`config.mk`:
```
export PLATFORM = sky130hd
export DESIGN_NAME = sram_rd_streamer
export DESIGN_NICKNAME = d
export VERILOG_FILES = /design/src/rtl/sram_rd_streamer.sv
export SDC_FILE = /design/constraint.sdc
export NUM_CORES = 1
export LEC_CHECK = 0
export BUFFER_PORTS_ARGS = -buffer_cell sky130_fd_sc_hd__buf_4
export CELL_PAD_IN_SITES_DETAIL_PLACEMENT = 0
export CELL_PAD_IN_SITES_GLOBAL_PLACEMENT = 1
export CORE_UTILIZATION = 35
export CTS_BUF_LIST = sky130_fd_sc_hd__clkbuf_8
export CTS_CLUSTER_DIAMETER = 80
export DETAILED_ROUTE_END_ITERATION = 8
export PLACE_DENSITY = 0.66
export SLEW_MARGIN = 20
export SYNTH_ARGS = -nofsm -noshare
export SYNTH_HDL_FRONTEND = slang
export SYNTH_SLANG_ARGS = --single-unit
```
`constraint.sdc`:
```
create_clock -name clk_i -period 10.74 [get_ports clk_i]
set_input_delay 1.611 -clock clk_i [delete_from_list [all_inputs] [get_ports clk_i]]
set_output_delay 1.611 -clock clk_i [all_outputs]
set_load 0.02 [all_outputs]
```
`src/rtl/sram_rd_streamer.sv`:
```
// sram_rd_streamer: issues a burst of SRAM reads and streams the returned
// complex 4-lane words out through a 2-entry valid/ready FIFO.
`ifndef SFP_WIDTH
`define SFP_WIDTH 16
`endif

module sram_rd_streamer #(
  parameter int SfpWidth   = `SFP_WIDTH,
  parameter int AddrLWidth = 7,
  parameter int AddrSWidth = 5
) (
  input  logic                  clk_i,
  input  logic                  rst_i,
  input  logic                  start_i,
  input  logic [2:0]            mode_i,
  input  logic [AddrLWidth-1:0] base_i,
  input  logic [AddrLWidth:0]   len_i,
  output logic [2:0]            sram_cs_rd_o,
  output logic [AddrLWidth-1:0] sram_addr_rd_o,
  input  logic [4*SfpWidth-1:0] dr_sram_i,
  input  logic [4*SfpWidth-1:0] di_sram_i,
  output logic [4*SfpWidth-1:0] dr_o,
  output logic [4*SfpWidth-1:0] di_o,
  output logic                  valid_o,
  input  logic                  ready_i,
  output logic                  last_o,
  output logic                  busy_o,
  output logic                  done_o
);
  localparam logic [AddrLWidth-1:0] SMask = {{(AddrLWidth-AddrSWidth){1'b0}}, {AddrSWidth{1'b1}}};
  typedef enum logic [1:0] {IDLE, RUN, DRAIN} state_t;
  state_t state, state_nxt;
  logic [2:0] mode_q;
  logic [AddrLWidth-1:0] addr_q, addr_nxt, in_mask, run_mask;
  logic [AddrLWidth:0] remaining;
  logic inflight, inflight_last, issue, last_issue, pop, head_last, done_q;
  logic [4*SfpWidth-1:0] mem_r [2];
  logic [4*SfpWidth-1:0] mem_i [2];
  logic [1:0] mem_l, count, occ;
  logic wr_ptr, rd_ptr;
  assign in_mask    = (mode_i == 3'b000) ? '1 : SMask;
  assign run_mask   = (mode_q == 3'b000) ? '1 : SMask;
  assign addr_nxt   = (addr_q + AddrLWidth'(1)) & run_mask;
  assign valid_o    = count != 2'd0;
  assign pop        = valid_o & ready_i;
  assign head_last  = mem_l[rd_ptr];
  // occupancy the FIFO will have next cycle if nothing else is issued
  assign occ        = count + {1'b0, inflight} - {1'b0, pop};
  assign issue      = (state == RUN) && (remaining != '0) && (occ < 2'd2);
  assign last_issue = issue && (remaining == (AddrLWidth+1)'(1));
  assign dr_o       = mem_r[rd_ptr];
  assign di_o       = mem_i[rd_ptr];
  assign last_o     = valid_o & head_last;
  assign busy_o     = state != IDLE;
  assign done_o     = done_q;
  assign sram_cs_rd_o   = busy_o ? mode_q : 3'b000;
  assign sram_addr_rd_o = busy_o ? addr_q : '0;
  always_comb begin
    state_nxt = state;
    if (state == IDLE && start_i && len_i != '0) state_nxt = RUN;
    else if (state == RUN && last_issue) state_nxt = DRAIN;
    else if (state == DRAIN && pop && head_last) state_nxt = IDLE;
  end
  always_ff @(posedge clk_i or posedge rst_i) begin
    if (rst_i) begin
      state         <= IDLE;
      mode_q        <= '0;
      addr_q        <= '0;
      remaining     <= '0;
      inflight      <= 1'b0;
      inflight_last <= 1'b0;
      done_q        <= 1'b0;
      mem_r[0]      <= '0;
      mem_r[1]      <= '0;
      mem_i[0]      <= '0;
      mem_i[1]      <= '0;
      mem_l         <= '0;
      count         <= '0;
      wr_ptr        <= 1'b0;
      rd_ptr        <= 1'b0;
    end else begin
      state         <= state_nxt;
      done_q        <= (state == IDLE && start_i && len_i == '0) || (state == DRAIN && pop && head_last);
      inflight      <= issue;
      inflight_last <= last_issue;
      count         <= occ;
      if (state == IDLE && start_i) begin
        mode_q    <= mode_i;
        addr_q    <= base_i & in_mask;
        remaining <= len_i;
      end else if (issue) begin
        remaining <= remaining - (AddrLWidth+1)'(1);
        if (!last_issue) addr_q <= addr_nxt;
      end
      if (inflight) begin
        mem_r[wr_ptr] <= dr_sram_i;
        mem_i[wr_ptr] <= di_sram_i;
        mem_l[wr_ptr] <= inflight_last;
        wr_ptr        <= ~wr_ptr;
      end
      if (pop) rd_ptr <= ~rd_ptr;
    end
  end
endmodule

```
### Word level (Yosys, flattened, before mapping)

Cells that the tools add are included.
Widths: inputs -> output; s select.

* register bits after elaboration: 285
* input port bits: 150
* output and inout bits: 142
* logic and storage cells: 88

* add/subtract/negate cells: 4
* order comparisons: 7
* equality and inequality tests: 4
* muxes and demuxes: 27
* bitwise gates (word level): 8
* reduce and logical (&&, ||, !) cells: 23

Operator list (count)
* $mux 64: 7
* $bwmux 128: 2
* $demux 64 s1: 1
* $mux 7: 6
* $mux 8: 2
* $reduce_bool 8->1: 2
* $and 7x7->7: 2
* $logic_and 1x1->1: 11
* $eq 8x1->1 const B: 1
* $logic_not 8->1: 1
* $sub 8x1->8 const B: 1
* $add 7x1->7 const B: 1
* $logic_not 3->1: 2
* $mux 2: 3
* $reduce_bool 2->1: 3
* $ge 2x2->1 const B: 2
* $lt 1x2->1 const B: 2
* $not 1->2: 2
* $mux 1: 3
* $mux 3: 1
* $reduce_bool 3->1: 1
* $add 2x1->2: 1
* $and 1x1->1: 2
* $bwmux 2: 1
* 12 further kinds: 13

### Logic depth before layout (Yosys ltp)

* word-level depth: 9
* depth in mapped cells: 9
* gate-level depth less buffers: 8

### Least setup slack after synthesis

No wires, ideal clock.

* kind: input to register
* start point: input port ready_i
* end point: register remaining[6]
* library setup time: 69 ps
* arrival time: 3143 ps
* required time: 10671 ps
* slack: 7529 ps
* stages: 7
* path buffers: 0
* cells stage by stage: nand2_1 > mux2i_1 > ha_1 > a2111oi_4 > nor2_2 > or4b_1 > nand3_1

* cells in the longest elaborated chain, start to end: 5

Ends and longest elaborated chain
* from (decl): RTL line 25 `input logic ready_i,`
* $and 1x1->1: RTL line 45 `assign pop = valid_o & ready_i;`
* $sub 2x1->2: RTL line 48 `assign occ = count + {1'b0, inflight} - {1'b0, pop};`
* $lt 2x2->1: RTL line 49 `assign issue = (state == RUN) && (remaining != '0) && (occ < 2'd2);`
* $logic_and 1x1->1: RTL line 49
* $reduce_bool 2->1 (no line)
* to (signal assigned): RTL line 90 `remaining <= len_i;`
* to (signal assigned): RTL line 92 `remaining <= remaining - (AddrLWidth+1)'(1);`
* to (decl): RTL line 35 `logic [AddrLWidth:0] remaining;`

No other way between the ends.
A chain may end at the register's enable or synchronous reset.

### Worst setup path after layout

* start point: register rd_ptr
* end point: output port di_o[10]

* cells in the longest elaborated chain, start to end: 4

Ends and longest elaborated chain
* from (decl): RTL line 40 `logic wr_ptr, rd_ptr;`
* from (signal assigned): RTL line 101 `if (pop) rd_ptr <= ~rd_ptr;`
* $not 1->2 (implied by the code): RTL line 52 `assign di_o = mem_i[rd_ptr];`
* $mux 64 (implied by the code) (3 in series): RTL line 52
* to (decl): RTL line 23 `output logic [4*SfpWidth-1:0] di_o,`

No other way between the ends. The select of a mux whose other input is x is not followed.

==> flow_metrics.env <==
export IMPL_outcome="completed"
export IMPL_synthesis_yosys_warnings=0
export IMPL_power_share_clock_pct=16.0
export IMPL_critical_path_arrival_ps=2580
export IMPL_placeableCoreArea_mm2=0.0356
export IMPL_cts_buffers_inserted=50
export IMPL_placementRows=69
export IMPL_tightest_slew_ps=1000
export IMPL_cts_tree="built"
export IMPL_wire_length_of_the_first_global_routing_pass_um=46900
export IMPL_clk_root_buffer_cell="sky130_fd_sc_hd__clkbuf_8"
export IMPL_slew_limit_headroom_pct=33.1
export IMPL_grt_start_max_net_pins=144
export IMPL_leakage_power_nw=7.30
export IMPL_grt_antenna_before_repair=0
export IMPL_maxCapViolations=0
export IMPL_drt_iter0_markers=240
export IMPL_fin_crit_sh_pct=39.0
export IMPL_floorplan_initialDensity_pct=35.5
export IMPL_grt_util_all_layers_pct=16.4
export IMPL_chipHeight_um=192
export IMPL_most_common_layout_cells="sky130_fd_sc_hd__mux2_2, sky130_fd_sc_hd__buf_4, sky130_fd_sc_hd__dfrtp_1"
export IMPL_crit_type="reg2out"
export IMPL_worst_ir_drop_vdd_mv=0.175
export IMPL_design_die_area_mm2=0.0369
export IMPL_final_net_count=1332
export IMPL_worst_clock_skew_ps=26.1
export IMPL_r2r_start="inflight"
export IMPL_total_power_mw=5.91
export IMPL_grt_pass1_vias=8463
export IMPL_count_of_vias_placed_by_the_detailed_router=8027
export IMPL_flow_area_growth_from_synthesis_pct=28.8
export IMPL_r2r_end="mem_r[47]"
export IMPL_crit_path_end_kind="output pin"
export IMPL_asyncSetResetFlopFracSynth_pct=100
export IMPL_worstSetupStartpointType="register"
export IMPL_synth_seq_area_share_pct=56.5
export IMPL_cell_internal_power_mw=3.74
export IMPL_ant_nets=0
export IMPL_n_antenna_cell=0
export IMPL_place_port_buffers=291
export IMPL_layout_cells_sized_above_1_pct=63.6
export IMPL_hold_end="mem_r[78]"
export IMPL_pwr_share_seq_pct=33.0
export IMPL_place_detailed_hpwl_um=19600
export IMPL_synth_edff_count=0
export IMPL_pwr_density_cell_mw_per_mm2=363
export IMPL_synth_seq_cells=285
export IMPL_comb_power_share_pct=51.0
export IMPL_hold_viol_final=0
export IMPL_final_max_slew_viol_count=0
export IMPL_detail_route_wirelength_um=29900
export IMPL_timing_reg2reg_worst_path_depth=3
export IMPL_swShare_pct=36.7
export IMPL_timing_setup_tns_ps=0
export IMPL_regToRegSetupSlack_ps=8020
export IMPL_timing_hold_worst_start="mem_r[78]"
export IMPL_syn_nets=1028
export IMPL_min_delay_path_class="reg2reg"
export IMPL_clock_path_buffers=3
export IMPL_drc=0
export IMPL_detailroute_wirelength_met3_um=2240
export IMPL_drt_vias_per_instance=4.80
export IMPL_wl_met2_um=13600
export IMPL_die_width_um=192
export IMPL_cts_clk_slew_worst_paths_ps=50
export IMPL_synth_avg_cell_area_um2=14.5
export IMPL_detailedRoute_firstPassIterationCount=4
export IMPL_worst_ep_required_time_ps=9130
export IMPL_cts_sinks=285
export IMPL_net_switching_power_mw=2.17
export IMPL_num_io_pins=292
export IMPL_cp_max_fo=59
export IMPL_synth_top_flop_cell="sky130_fd_sc_hd__dfrtp_1"
export IMPL_clk_insertion_delay_late_ps=600
export IMPL_postCtsSetupRepairBufs=0
export IMPL_post_cts_resized_instances=0
export IMPL_worstHoldPathCells=1
export IMPL_cts_hold_buffers_added=0
export IMPL_m1WireLength_um=13600
export IMPL_weighted_congestion_reported_at_the_end_of_routability_driven_placement=0.756
export IMPL_final_min_clock_period_ps=4190
export IMPL_post_drt_wl_per_cell_um=17.9
export IMPL_syn_instance_count=873
export IMPL_ctsHtreeMaxLevel=2
export IMPL_grt_overflow_total=0
export IMPL_commonest_non_fill_non_tap_cell_in_the_layout="sky130_fd_sc_hd__mux2_2"
export IMPL_final_setup_viol_count=0
export IMPL_post_synth_num_cell_types=52
export IMPL_syn_cell_area_mm2=0.0126
export IMPL_setup_repair_after_global_routing_missed_its_margin="no"
export IMPL_fmaxAchievable_mhz=239
export IMPL_route_top_layer_used="met4"
==> power groups by stage <==
stage,sequential (mW),clock [mW],combinational [mW]
2_1_floorplan,1.83,0,2.13
3_3_place_gp,2.02,0,2.95
3_5_place_dp,2.00,0,3.00
4_1_cts,1.99,0.993,3.01
5_1_grt,2.03,1.04,3.24
6_report,1.95,0.945,3.01
==> critical path, cell delays in order, from the launching register on <==
cell and delay [ps]:
sky130_fd_sc_hd__dfrtp_4 680, sky130_fd_sc_hd__buf_4 680, sky130_fd_sc_hd__mux2_2 420, sky130_fd_sc_hd__buf_4 160
==> state kept, by name, summed over array words and instances (netlist names), 2 cells and up <==
| name | count |
|---|---|
| addr_q | 7 |
| count | 2 |
| mem_i | 128 |
| mem_l | 2 |
| mem_r | 128 |
| mode_q | 3 |
| remaining | 8 |
| state | 2 |
==> per-stage QoR <==
stage               std cells  hold WS (ps)  area [um2]  utilization [%]  worst slack, ps
detailed placement       1585           477       15300             43.0             6590
finish                   1671           498       16300             45.8             6550
CTS                      1670           497       16200             45.7             5890
floorplan                 873           452       12600                -             1270
global placement         1585           474       15300             43.0             6620
global route             1671           514       16300             45.8             6380
==> final cells by class <==
cell class,instances,area (um2)
Timing Repair Buffer,299,2270
Clock inverter,26,133
Multi-Input combinational cell,532,5310
Clock buffer,59,812
Inverter,9,46.3
Sequential cell,285,7140
Tap cell,461,577
Fill cell,3334,19300
==> Yosys cell counts, types with 2 or more instances <==
master                     count  area [um2]
sky130_fd_sc_hd__clkbuf_1     38         143
sky130_fd_sc_hd__and2_1        3        18.8
sky130_fd_sc_hd__a21o_1        2        15.0
sky130_fd_sc_hd__nor4_1        4        25.0
sky130_fd_sc_hd__nor3b_1       3        22.5
sky130_fd_sc_hd__mux2i_1       2        20.0
sky130_fd_sc_hd__a21oi_1       2        10.0
sky130_fd_sc_hd__or3_1         3        18.8
sky130_fd_sc_hd__buf_1         6        22.5
sky130_fd_sc_hd__nand4_1       2        12.5
sky130_fd_sc_hd__a31oi_1       6        37.5
sky130_fd_sc_hd__o31a_1        2        17.5
sky130_fd_sc_hd__or2_2         3        18.8
sky130_fd_sc_hd__ha_1          5        62.6
sky130_fd_sc_hd__a221oi_1      3        26.3
sky130_fd_sc_hd__or4_1         2        15.0
sky130_fd_sc_hd__dfrtp_1     285        7130
sky130_fd_sc_hd__o31ai_1       2        15.0
sky130_fd_sc_hd__nor2_1       18        67.6
sky130_fd_sc_hd__buf_2         2        10.0
sky130_fd_sc_hd__nand2_1      29         109
sky130_fd_sc_hd__nand3_1       7        35.0
sky130_fd_sc_hd__inv_1         9        33.8
sky130_fd_sc_hd__xnor2_1       2        17.5
sky130_fd_sc_hd__o211ai_1      3        22.5
sky130_fd_sc_hd__o22ai_1       2        12.5
sky130_fd_sc_hd__nor2b_1      13        81.3
sky130_fd_sc_hd__mux2_2      386        4350
sky130_fd_sc_hd__o21ai_1       3        15.0
sky130_fd_sc_hd__xor2_1        3        26.3
sky130_fd_sc_hd__nor3_1        2        10.0
==> how the worst max path moves through the flow <==
stage / from / endpoint / slack, ps
after floorplan: rst_i / addr_q[0] / 1270
after global placement: rd_ptr / di_o[59] / 6620
after detailed placement: rd_ptr / di_o[16] / 6590
after CTS: rd_ptr / di_o[16] / 5890
after global routing: rd_ptr / di_o[16] / 6380
final: rd_ptr / di_o[10] / 6550
==> layer usage <==
layer  vias up  GRT usage [%]
li1       3745              -
met1      4020           22.3
met2       220           24.6
met3        42           5.61
met4         0           4.48
met5         -              0
==> cell families (layout without fill, tap and decap cells) <==
| family | count (synthesis) | in the layout | synth area share, % |
|---|---|---|---|
| AOI/OAI and AO/OA | 32 | 32 | 2.02 |
| muxes | 389 | 389 | 34.7 |
| buffers and inverters | 56 | 393 | 1.71 |
| and+or+nand+nor | 101 | 101 | 4.29 |
| adders and majority gates | 5 | 5 | 0.495 |
| xor gates and xnor gates | 5 | 5 | 0.347 |
| DFF | 285 | 285 | 56.5 |
No activity file was read; power rests on OpenSTA's default activity.
